### src/rtl/alu_seq_fxp_pkg.sv
// Shared op codes, FSM encoding and signed range helpers for the sequential ALU.
package alu_seq_fxp_pkg;

  typedef enum logic [2:0] {
    OP_ADD   = 3'd0,
    OP_SUB   = 3'd1,
    OP_AND   = 3'd2,
    OP_MULHI = 3'd3,
    OP_MULLO = 3'd4,
    OP_DIV   = 3'd5,
    OP_MOD   = 3'd6,
    OP_OR    = 3'd7
  } op_e;

  typedef enum logic [1:0] {
    ST_IDLE = 2'd0,
    ST_CALC = 2'd1,
    ST_DONE = 2'd2
  } state_e;

  // Most negative w-bit value, sign-extended to 32 bits.
  function automatic logic [31:0] min_of(input int w);
    return 32'hFFFF_FFFF << (w - 1);
  endfunction

  // Most positive w-bit value.
  function automatic logic [31:0] max_of(input int w);
    return (32'd1 << (w - 1)) - 32'd1;
  endfunction

endpackage

### src/rtl/alu_seq_fxp_if.sv
// Operand/result handshake bundle. The slave side is the ALU, the master side
// is the producer/consumer pair that drives operands and accepts results.
interface alu_seq_fxp_if #(parameter int WIDTH = 15);
  logic             in_valid;
  logic             in_ready;
  logic [2:0]       command;
  logic [WIDTH-1:0] a;
  logic [WIDTH-1:0] b;
  logic             out_valid;
  logic             out_ready;
  logic [WIDTH-1:0] result;
  logic             ovf;
  logic             div_zero;

  modport slave  (input  in_valid, command, a, b, out_ready,
                  output in_ready, out_valid, result, ovf, div_zero);
  modport master (output in_valid, command, a, b, out_ready,
                  input  in_ready, out_valid, result, ovf, div_zero);
endinterface

### src/rtl/alu_seq_fxp_iter_core.sv
// Shared iterative datapath: shift-add multiply (i_mode=0) or restoring divide
// (i_mode=1) on unsigned magnitudes, one bit per cycle for WIDTH cycles.
// Accumulator layout: multiply -> {product_hi, product_lo};
// divide -> {remainder, quotient}.
module alu_iter_core #(parameter int WIDTH = 15) (
  input  logic               clk,
  input  logic               rst,
  input  logic               i_start,
  input  logic               i_mode,
  input  logic [WIDTH-1:0]   i_ma,
  input  logic [WIDTH-1:0]   i_mb,
  output logic               o_done,
  output logic [2*WIDTH-1:0] o_acc
);
  localparam int CW = $clog2(WIDTH);

  logic [2*WIDTH-1:0] r_acc;
  logic [WIDTH-1:0]   r_mb;
  logic               r_mode;
  logic               r_busy;
  logic               r_done;
  logic [CW-1:0]      r_cnt;

  logic [WIDTH:0]     w_sum;
  logic [WIDTH:0]     w_shr;
  logic [WIDTH:0]     w_dif;
  logic               w_fit;
  logic [2*WIDTH-1:0] w_nxt;

  // One step of either algorithm, selected by the captured mode.
  always_comb begin
    w_sum = {1'b0, r_acc[2*WIDTH-1:WIDTH]} + (r_acc[0] ? {1'b0, r_mb} : '0);
    w_shr = r_acc[2*WIDTH-1:WIDTH-1];
    w_dif = w_shr - {1'b0, r_mb};
    w_fit = (w_shr >= {1'b0, r_mb});
    if (r_mode)
      w_nxt = {(w_fit ? w_dif[WIDTH-1:0] : w_shr[WIDTH-1:0]), r_acc[WIDTH-2:0], w_fit};
    else
      w_nxt = {w_sum, r_acc[WIDTH-1:1]};
  end

  // Load on start, iterate while busy, pulse done after the last step.
  always_ff @(posedge clk) begin
    if (rst) begin
      r_acc  <= '0;
      r_mb   <= '0;
      r_mode <= 1'b0;
      r_busy <= 1'b0;
      r_done <= 1'b0;
      r_cnt  <= '0;
    end else begin
      r_done <= 1'b0;
      if (i_start) begin
        r_acc  <= {{WIDTH{1'b0}}, i_ma};
        r_mb   <= i_mb;
        r_mode <= i_mode;
        r_busy <= 1'b1;
        r_cnt  <= '0;
      end else if (r_busy) begin
        r_acc <= w_nxt;
        r_cnt <= r_cnt + CW'(1);
        if (r_cnt == CW'(WIDTH - 1)) begin
          r_busy <= 1'b0;
          r_done <= 1'b1;
        end
      end
    end
  end

  assign o_done = r_done;
  assign o_acc  = r_acc;
endmodule

### src/rtl/alu_seq_fxp.sv
// Sequential signed ALU with valid/ready handshakes, one op in flight.
// Optional build macro ALU_SATURATE_EN: clamp overflowing ADD/SUB/MULLO/DIV
// results to MIN/MAX instead of wrapping (ovf is reported either way).
module alu_seq_fxp
  import alu_seq_fxp_pkg::*;
#(parameter int WIDTH = 15) (
  input  logic           clk,
  input  logic           rst,
  alu_seq_fxp_if.slave   bus
);
  localparam logic [WIDTH-1:0] MIN = WIDTH'(min_of(WIDTH));
  localparam logic [WIDTH-1:0] MAX = WIDTH'(max_of(WIDTH));

  state_e           r_state;
  op_e              r_cmd;
  logic [WIDTH-1:0] r_a, r_b;
  logic             r_pend;
  logic             r_ovalid;
  logic [WIDTH-1:0] r_result;
  logic             r_ovf, r_dz;

  logic               w_accept, w_iter_cmd, w_start, w_done;
  logic [WIDTH-1:0]   w_ma, w_mb;
  logic [2*WIDTH-1:0] w_acc, w_prod;
  logic [WIDTH-1:0]   w_sum, w_dif, w_quo, w_rem;
  logic               w_neg, w_bzero, w_minneg;
  logic [WIDTH-1:0]   w_res;
  logic               w_ovf, w_dz;

  assign w_accept   = bus.in_valid && (r_state == ST_IDLE);
  assign w_iter_cmd = (bus.command >= 3'd3) && (bus.command <= 3'd6);
  assign w_start    = w_accept && w_iter_cmd;
  assign w_ma       = bus.a[WIDTH-1] ? -bus.a : bus.a;
  assign w_mb       = bus.b[WIDTH-1] ? -bus.b : bus.b;

  alu_iter_core #(.WIDTH(WIDTH)) u_core (
    .clk     (clk),
    .rst     (rst),
    .i_start (w_start),
    .i_mode  (bus.command[2] & (bus.command != 3'd4)),
    .i_ma    (w_ma),
    .i_mb    (w_mb),
    .o_done  (w_done),
    .o_acc   (w_acc)
  );

  // Result, sign fix-up and flags for the captured command.
  always_comb begin
    w_sum    = r_a + r_b;
    w_dif    = r_a - r_b;
    w_neg    = r_a[WIDTH-1] ^ r_b[WIDTH-1];
    w_prod   = w_neg ? -w_acc : w_acc;
    w_quo    = w_neg ? -w_acc[WIDTH-1:0] : w_acc[WIDTH-1:0];
    w_rem    = r_a[WIDTH-1] ? -w_acc[2*WIDTH-1:WIDTH] : w_acc[2*WIDTH-1:WIDTH];
    w_bzero  = (r_b == '0);
    w_minneg = (r_a == MIN) && (r_b == '1);
    w_res    = '0;
    w_ovf    = 1'b0;
    w_dz     = 1'b0;
    case (r_cmd)
      OP_ADD: begin
        w_res = w_sum;
        w_ovf = (r_a[WIDTH-1] == r_b[WIDTH-1]) && (w_sum[WIDTH-1] != r_a[WIDTH-1]);
`ifdef ALU_SATURATE_EN
        if (w_ovf) w_res = r_a[WIDTH-1] ? MIN : MAX;
`endif
      end
      OP_SUB: begin
        w_res = w_dif;
        w_ovf = (r_a[WIDTH-1] != r_b[WIDTH-1]) && (w_dif[WIDTH-1] != r_a[WIDTH-1]);
`ifdef ALU_SATURATE_EN
        if (w_ovf) w_res = r_a[WIDTH-1] ? MIN : MAX;
`endif
      end
      OP_AND:   w_res = r_a & r_b;
      OP_OR:    w_res = r_a | r_b;
      OP_MULHI: w_res = w_prod[2*WIDTH-1:WIDTH];
      OP_MULLO: begin
        w_res = w_prod[WIDTH-1:0];
        w_ovf = (w_prod[2*WIDTH-1:WIDTH-1] != '0) && (w_prod[2*WIDTH-1:WIDTH-1] != '1);
`ifdef ALU_SATURATE_EN
        if (w_ovf) w_res = w_prod[2*WIDTH-1] ? MIN : MAX;
`endif
      end
      OP_DIV: begin
        w_dz = w_bzero;
        if (w_bzero) w_res = r_a[WIDTH-1] ? MIN : MAX;
        else if (w_minneg) begin
          w_ovf = 1'b1;
`ifdef ALU_SATURATE_EN
          w_res = MAX;
`else
          w_res = MIN;
`endif
        end else w_res = w_quo;
      end
      OP_MOD: begin
        w_dz = w_bzero;
        if (w_bzero) w_res = r_a;
        else         w_res = w_rem;
      end
      default: ;
    endcase
  end

  // Handshake FSM with operand capture and registered outputs.
  always_ff @(posedge clk) begin
    if (rst) begin
      r_state  <= ST_IDLE;
      r_cmd    <= OP_ADD;
      r_a      <= '0;
      r_b      <= '0;
      r_pend   <= 1'b0;
      r_ovalid <= 1'b0;
      r_result <= '0;
      r_ovf    <= 1'b0;
      r_dz     <= 1'b0;
    end else begin
      case (r_state)
        ST_IDLE: if (bus.in_valid) begin
          r_cmd <= op_e'(bus.command);
          r_a   <= bus.a;
          r_b   <= bus.b;
          if (w_iter_cmd) r_state <= ST_CALC;
          else begin
            r_state <= ST_DONE;
            r_pend  <= 1'b1;
          end
        end
        ST_CALC: if (w_done) begin
          r_result <= w_res;
          r_ovf    <= w_ovf;
          r_dz     <= w_dz;
          r_ovalid <= 1'b1;
          r_state  <= ST_DONE;
        end
        ST_DONE: begin
          if (r_pend) begin
            r_result <= w_res;
            r_ovf    <= w_ovf;
            r_dz     <= w_dz;
            r_ovalid <= 1'b1;
            r_pend   <= 1'b0;
          end else if (bus.out_ready) begin
            r_ovalid <= 1'b0;
            r_state  <= ST_IDLE;
          end
        end
        default: r_state <= ST_IDLE;
      endcase
    end
  end

  assign bus.in_ready  = (r_state == ST_IDLE);
  assign bus.out_valid = r_ovalid;
  assign bus.result    = r_result;
  assign bus.ovf       = r_ovf;
  assign bus.div_zero  = r_dz;
endmodule

### src/flat_wrapper.sv
// flat-port wrapper written by rule: the top's interface ports become plain ports
module alu_seq_fxp_flat import alu_seq_fxp_pkg::*;
#(parameter int WIDTH = 15)
  (clk, rst, bus_in_valid, bus_command, bus_a, bus_b, bus_out_ready, bus_in_ready, bus_out_valid, bus_result, bus_ovf, bus_div_zero);
  alu_seq_fxp_if #(.WIDTH(WIDTH)) bus_i ();
  input  logic clk;
  input  logic rst;
  input wire logic [$bits(bus_i.in_valid)-1:0] bus_in_valid;
  input wire logic [$bits(bus_i.command)-1:0] bus_command;
  input wire logic [$bits(bus_i.a)-1:0] bus_a;
  input wire logic [$bits(bus_i.b)-1:0] bus_b;
  input wire logic [$bits(bus_i.out_ready)-1:0] bus_out_ready;
  output wire logic [$bits(bus_i.in_ready)-1:0] bus_in_ready;
  output wire logic [$bits(bus_i.out_valid)-1:0] bus_out_valid;
  output wire logic [$bits(bus_i.result)-1:0] bus_result;
  output wire logic [$bits(bus_i.ovf)-1:0] bus_ovf;
  output wire logic [$bits(bus_i.div_zero)-1:0] bus_div_zero;
  assign bus_i.in_valid = bus_in_valid;
  assign bus_i.command = bus_command;
  assign bus_i.a = bus_a;
  assign bus_i.b = bus_b;
  assign bus_i.out_ready = bus_out_ready;
  assign bus_in_ready = bus_i.in_ready;
  assign bus_out_valid = bus_i.out_valid;
  assign bus_result = bus_i.result;
  assign bus_ovf = bus_i.ovf;
  assign bus_div_zero = bus_i.div_zero;
  alu_seq_fxp #(.WIDTH(WIDTH)) u_core (.clk(clk), .rst(rst), .bus(bus_i));
endmodule
### config.mk
export PLATFORM = sky130hd
export DESIGN_NAME = alu_seq_fxp_flat
export DESIGN_NICKNAME = d
export VERILOG_FILES = /design/src/rtl/alu_seq_fxp_pkg.sv /design/src/rtl/alu_seq_fxp_if.sv /design/src/rtl/alu_seq_fxp_iter_core.sv /design/src/rtl/alu_seq_fxp.sv /design/src/flat_wrapper.sv
export SDC_FILE = /design/constraint.sdc
export NUM_CORES = 1
export LEC_CHECK = 0
export CAP_MARGIN = 25
export CORE_MARGIN = 4
export CORE_UTILIZATION = 25
export DETAILED_ROUTE_END_ITERATION = 7
export MAX_ROUTING_LAYER = met4
export PLACE_DENSITY = 0.45
export SLEW_MARGIN = 0
export SYNTH_ARGS = -nofsm -noshare
export SYNTH_HDL_FRONTEND = slang
export SYNTH_HIERARCHICAL = 1
export SYNTH_SLANG_ARGS = --single-unit
export TNS_END_PERCENT = 50
### constraint.sdc
create_clock -name clk -period 5.4 [get_ports clk]
set_clock_uncertainty 0.1 [all_clocks]
set_input_delay 1.08 -clock clk [delete_from_list [all_inputs] [get_ports clk]]
set_output_delay 1.08 -clock clk [all_outputs]
set_load 0.05 [all_outputs]
### Word-level counts from Yosys, hierarchy flattened

Cells that the tools add are included.
W data, S select, Z words.

* add/subtract/negate cells: 10
* $lt $le $gt $ge: 3
* eq/ne operators: 25
* mux-type cells: 45
* bitwise operators: 5
* reductions and logical operators: 22

Operators by type and width (number)
* $mux W15: 14
* $pmux W15 S8: 1
* $mux W30: 2
* $neg A15 Y15: 4
* $eq A15 B15 Y1 const B: 2
* $neg A30 Y30: 1
* $pmux W15 S2: 1
* $sub A15 B15 Y15: 2
* $add A15 B15 Y16: 1
* $ge A16 B15 Y1: 1
* $mux W1: 16
* $ne A16 B16 Y1 const B: 1
* $reduce_bool A16 Y1: 1
* $add A15 B15 Y15: 1
* $and A15 B15 Y15: 1
* $logic_not A15 Y1: 1
* $or A15 B15 Y15: 1
* $eq A3 B3 Y1 const B: 4
* $mux W2: 5
* $ne A2 B2 Y1 const B: 5
* $reduce_and A3 Y1: 3
* $pmux W1 S2: 4
* $logic_and A1 B1 Y1: 7
* $eq A3 B2 Y1 const B: 2
* other kinds (24): 29

* bits in registers: 106
* input port bits: 37
* output and inout port bits: 19
* logic and storage cells: 126

### Longest topological paths before layout

* depth after elaboration: 7
* mapped depth: 13
* mapped depth without buffers: 13

### By module

The synthesis kept the hierarchy.

Modules (own cells, without submodules)
* alu_seq_fxp: instances 1, cells each 938, area each 6439.9 sq um, sequential area each 1081.0 sq um
* alu_iter_core: instances 1, cells each 487, area each 3921.3 sq um, sequential area each 1041.0 sq um

### Worst setup path after synthesis

No wires, ideal clock.

* path type: reg2reg
* start: reg u_core.u_core.r_acc[16], in the netlist u_core/u_core/o_acc[16]
* end: reg u_core.r_ovf, in the netlist u_core/bus.ovf
* library setup time: 133 ps
* arrival: 3228 ps
* required time: 5167 ps
* path slack: 1940 ps
* cell stages (with the launch flop): 13
* path buffers: 1
* period minus slack after synthesis: 3460 ps
* cell sequence: dfxtp_1 > inv_1 > ha_1 > or3b_1 > or4_2 > buf_2 > or3_1 > or3_2 > a21oi_1 > o21ai_0 > a2111oi_2 > a211o_1 > a31oi_1

* cells in the longest elaborated chain, start to end: 7
* elaborated cells between the ends (all ways): 9
* classes of those cells: add/sub: 1; eq/ne: 1; mux: 5; reduce/logical: 2

RTL lines
* start: declaration: RTL line alu_seq_fxp_iter_core.sv:17 `logic [2*WIDTH-1:0] r_acc;`
* start signal: assignment: RTL line alu_seq_fxp_iter_core.sv:54 `r_acc <= {{WIDTH{1'b0}}, i_ma};`
* start signal: assignment: RTL line alu_seq_fxp_iter_core.sv:60 `r_acc <= w_nxt;`
* $neg A30 Y30: RTL line alu_seq_fxp.sv:52 `w_prod = w_neg ? -w_acc : w_acc;`
* $mux W30 (*): RTL line alu_seq_fxp.sv:52
* $ne A16 B16 Y1 / $reduce_bool A16 Y1 (equally long branches): RTL line alu_seq_fxp.sv:80 `w_ovf = (w_prod[2*WIDTH-1:WIDTH-1] != '0) && (w_prod[2*WIDTH-1:WIDTH-1] != '1);`
* $logic_and A1 B1 Y1 (*): RTL line alu_seq_fxp.sv:80
* $pmux W1 S4 (*): RTL line alu_seq_fxp.sv:60 `case (r_cmd)`
* $mux W1, on equally long branches: RTL line alu_seq_fxp.sv:138, alu_seq_fxp.sv:130
* $pmux W1 S2 (*): RTL line alu_seq_fxp.sv:119 `case (r_state)`
* end signal: assignment: RTL line alu_seq_fxp.sv:132 `r_ovf <= w_ovf;`
* end signal: assignment: RTL line alu_seq_fxp.sv:140 `r_ovf <= w_ovf;`
* end: declaration: RTL line alu_seq_fxp.sv:20 `logic r_ovf, r_dz;`

Mark *: on every way between the ends. The rest lies on a longest branch, timed or not. The select of a mux whose other input is x is not followed.
A chain may end at the register's enable or synchronous reset.

### Final worst setup path

Ends and elaborated chain as after synthesis.

==> flow_metrics.env <==
export IMPL_finalPower_mw=3.02
export IMPL_port_buffers=55
export IMPL_synthFlopType="dfxtp_1"
export IMPL_start_util_pct=25.3
export IMPL_holdWs_ns=0.367
export IMPL_hpwl_mm=30.6
export IMPL_grt_max_degree=71
export IMPL_drc=0
export IMPL_final_cell_mix="nand2_1, nor2_1, a21oi_1"
export IMPL_cts_hold_buf=0
export IMPL_antennaDiodeCount=0
export IMPL_cts_sinks=106
export IMPL_netlist_top_cell_by_area="dfxtp_1"
export IMPL_synthCells=1425
export IMPL_antenna_found_initial=1
export IMPL_antenna_left=0
export IMPL_numCtsBuffers=9
export IMPL_wire_per_inst_um=20.1
export IMPL_setup_viol_count_final=0
export IMPL_cts_tree="built"
export IMPL_synth_yosys_seq_area_share_pct=20.5
export IMPL_insertion_delay_ns=0.37
export IMPL_clock_fmax_mhz=266
export IMPL_cts_root_buf="clkbuf_16"
export IMPL_ios=56
export IMPL_min_period_ns=3.76
export IMPL_grt_pass1_vias=9767
export IMPL_cp_max_fo=7
export IMPL_dieArea_mm2=0.0448
export IMPL_yosys_warnings=6
export IMPL_utilization_pct=28.3
export IMPL_synth_edf_count=0
export IMPL_worst_path_buf_inv=1
export IMPL_criticalPathCategory="reg2reg"
export IMPL_place_area_mm2=0.0113
export IMPL_outcome="finished clean"
export IMPL_clk_pin_slew_ns=0.09
export IMPL_cts_resized=0
export IMPL_core_mm2=0.0409
export IMPL_fin_area_mm2=0.0116
export IMPL_critPathRequiredTime_ns=5.52
export IMPL_vias=10400
export IMPL_track_usage_pct=17.5
export IMPL_rsz0062_at_grt="false"
export IMPL_ys_types=89
export IMPL_row_count=74
export IMPL_worstPathCellList="inv_1 > ha_1 > or3b_1 > or4_2 > or3_1 > or3_2 > a21oi_1 > o21ai_0 > a2111oi_2 > a211o_1 > a31oi_1"
export IMPL_drive_gt1_share_pct=5.41
export IMPL_fin_setup_tns_ns=0
export IMPL_worst_pin_slew_ns=1.07
export IMPL_die_x_um=212
export IMPL_final_max_slew_viol_count=0
export IMPL_post_cts_buffers=0
export IMPL_netlist_area_mm2=0.0104
export IMPL_syn_num_nets=1546
export IMPL_drtIter0Drc=964
export IMPL_ir_worst_vdd_v=0.000144
export IMPL_synthTopCellsByArea="dfxtp_1, ha_1, nand2_1, a21oi_1, nor2_1"
export IMPL_synth_top_area_share_pct=20.5
export IMPL_syn_mean_instance_area_um2=7.27
export IMPL_cp_start_kind="flop"
export IMPL_cp_top_family="simple AND/OR/NAND/NOR gates"
export IMPL_max_slew_margin_pct=28.5
export IMPL_p_leak_nw=4.23
export IMPL_routabilityCongestion=0.939
export IMPL_syn_to_final_growth_pct=11.9
export IMPL_avgViaCountPerCell=5.34
export IMPL_cts_buffer_depth=2
export IMPL_critPathMaxStageDelay_ns=0.66
export IMPL_slowest_stage="or4_2"
export IMPL_max_cap_violations=0
export IMPL_die_y_um=212
export IMPL_critPathArrivalTime_ns=3.88
export IMPL_ys_async_sr_fraction_pct=0
export IMPL_htreeDepth=3
export IMPL_layout_nets=1538
export IMPL_ys_ff_latch=106
export IMPL_grt_pass1_wl_mm=59.5
export IMPL_grt_overflow_total=0
export IMPL_fin_crit_sh_pct=69.6
export IMPL_crit_path_end_kind="flop"
export IMPL_hold_viol=0
export IMPL_drtPass1Iterations=5
export IMPL_final_common_cell="nand2_1"
export IMPL_hold_path_class="reg2reg"
export IMPL_power_density_mw_per_mm2=260
export IMPL_drt_total_wl_mm=39.2
==> worst min-delay path, stage by stage, from the launching register on <==
cell     delay, ns
dfxtp_1       0.33
nand2_1       0.05
a21oi_1       0.05
==> layer usage <==
metal	wire length (um)	track usage, %	share of wire [%]
met1	19500	25.7	50
met2	17000	25.9	43
met3	2020	2.18	5.2
met4	676	3.69	1.7
met5	0	-	0
==> state kept, by name, summed over array words and instances (netlist names) <==
signal and flops:
u_core/u_core/o_acc 30, u_core/bus.result 15, u_core/r_a 15, u_core/r_b 15, u_core/u_core/r_mb 15, u_core/u_core/r_cnt 4, u_core/r_cmd 3, u_core/r_state 2
u_core/bus.div_zero 1, u_core/bus.out_valid 1, u_core/bus.ovf 1, u_core/r_pend 1, u_core/u_core/o_done 1, u_core/u_core/r_busy 1, u_core/u_core/r_mode 1
==> layout make-up <==
cell class / count / area, um^2
fill: 4587 / 29300
clock inverter: 5 / 47.5
inverter: 78 / 293
multi-input combinational: 1148 / 7530
sequential: 106 / 2120
clock buffer: 11 / 243
tap: 532 / 666
timing repair buffer: 74 / 701
==> synthesized netlist by cell type (31+ instances only) <==
master	number
nor3_1	32
nand2_1	164
mux2i_1	41
a211oi_1	31
xnor2_1	56
xor2_1	48
dfxtp_1	106
nor2_1	157
o21ai_0	79
a21oi_1	118
clkbuf_1	70
inv_1	77
ha_1	80
==> per-stage QoR <==
| stage | std cells | setup slack, ns |
|---|---|---|
| final | 1954 | 1.64 |
| after global routing | 1954 | 1.37 |
| after CTS | 1953 | 1.65 |
| after detailed placement | 1937 | 1.48 |
| after global placement | 1937 | 1.51 |
| after floorplan | 1425 | 1.94 |
==> cells by family (layout without fill, tap and decap cells) <==
group	count (synthesis)	in the layout	share of synthesized area, %
buf+inv	171	168	7.02
compound gates	399	399	25.3
flops	106	106	20.5
xor+xnor	104	104	8.79
fa+ha+maj	84	84	10.4
mux	46	46	4.50
simple gates	515	515	23.4
==> power breakdown <==
group	total [mW]	switching, mW	internal [mW]
logic	1.36	0.842	0.518
registers	0.960	0.122	0.838
clock network	0.700	0.364	0.336
==> worst paths after layout <==
path                           startpoint                    to  slack [ns]  cells past startpoint
setup / recovery  u_core/u_core/o_acc[16]        u_core/bus.ovf        1.64                     11
hold reg to reg      u_core/bus.result[1]  u_core/bus.result[1]        0.37                      2
hold / removal       u_core/bus.result[1]  u_core/bus.result[1]        0.37                      2
setup reg to reg  u_core/u_core/o_acc[16]        u_core/bus.ovf        1.64                     11
No activity file was read; power rests on OpenSTA's default activity.
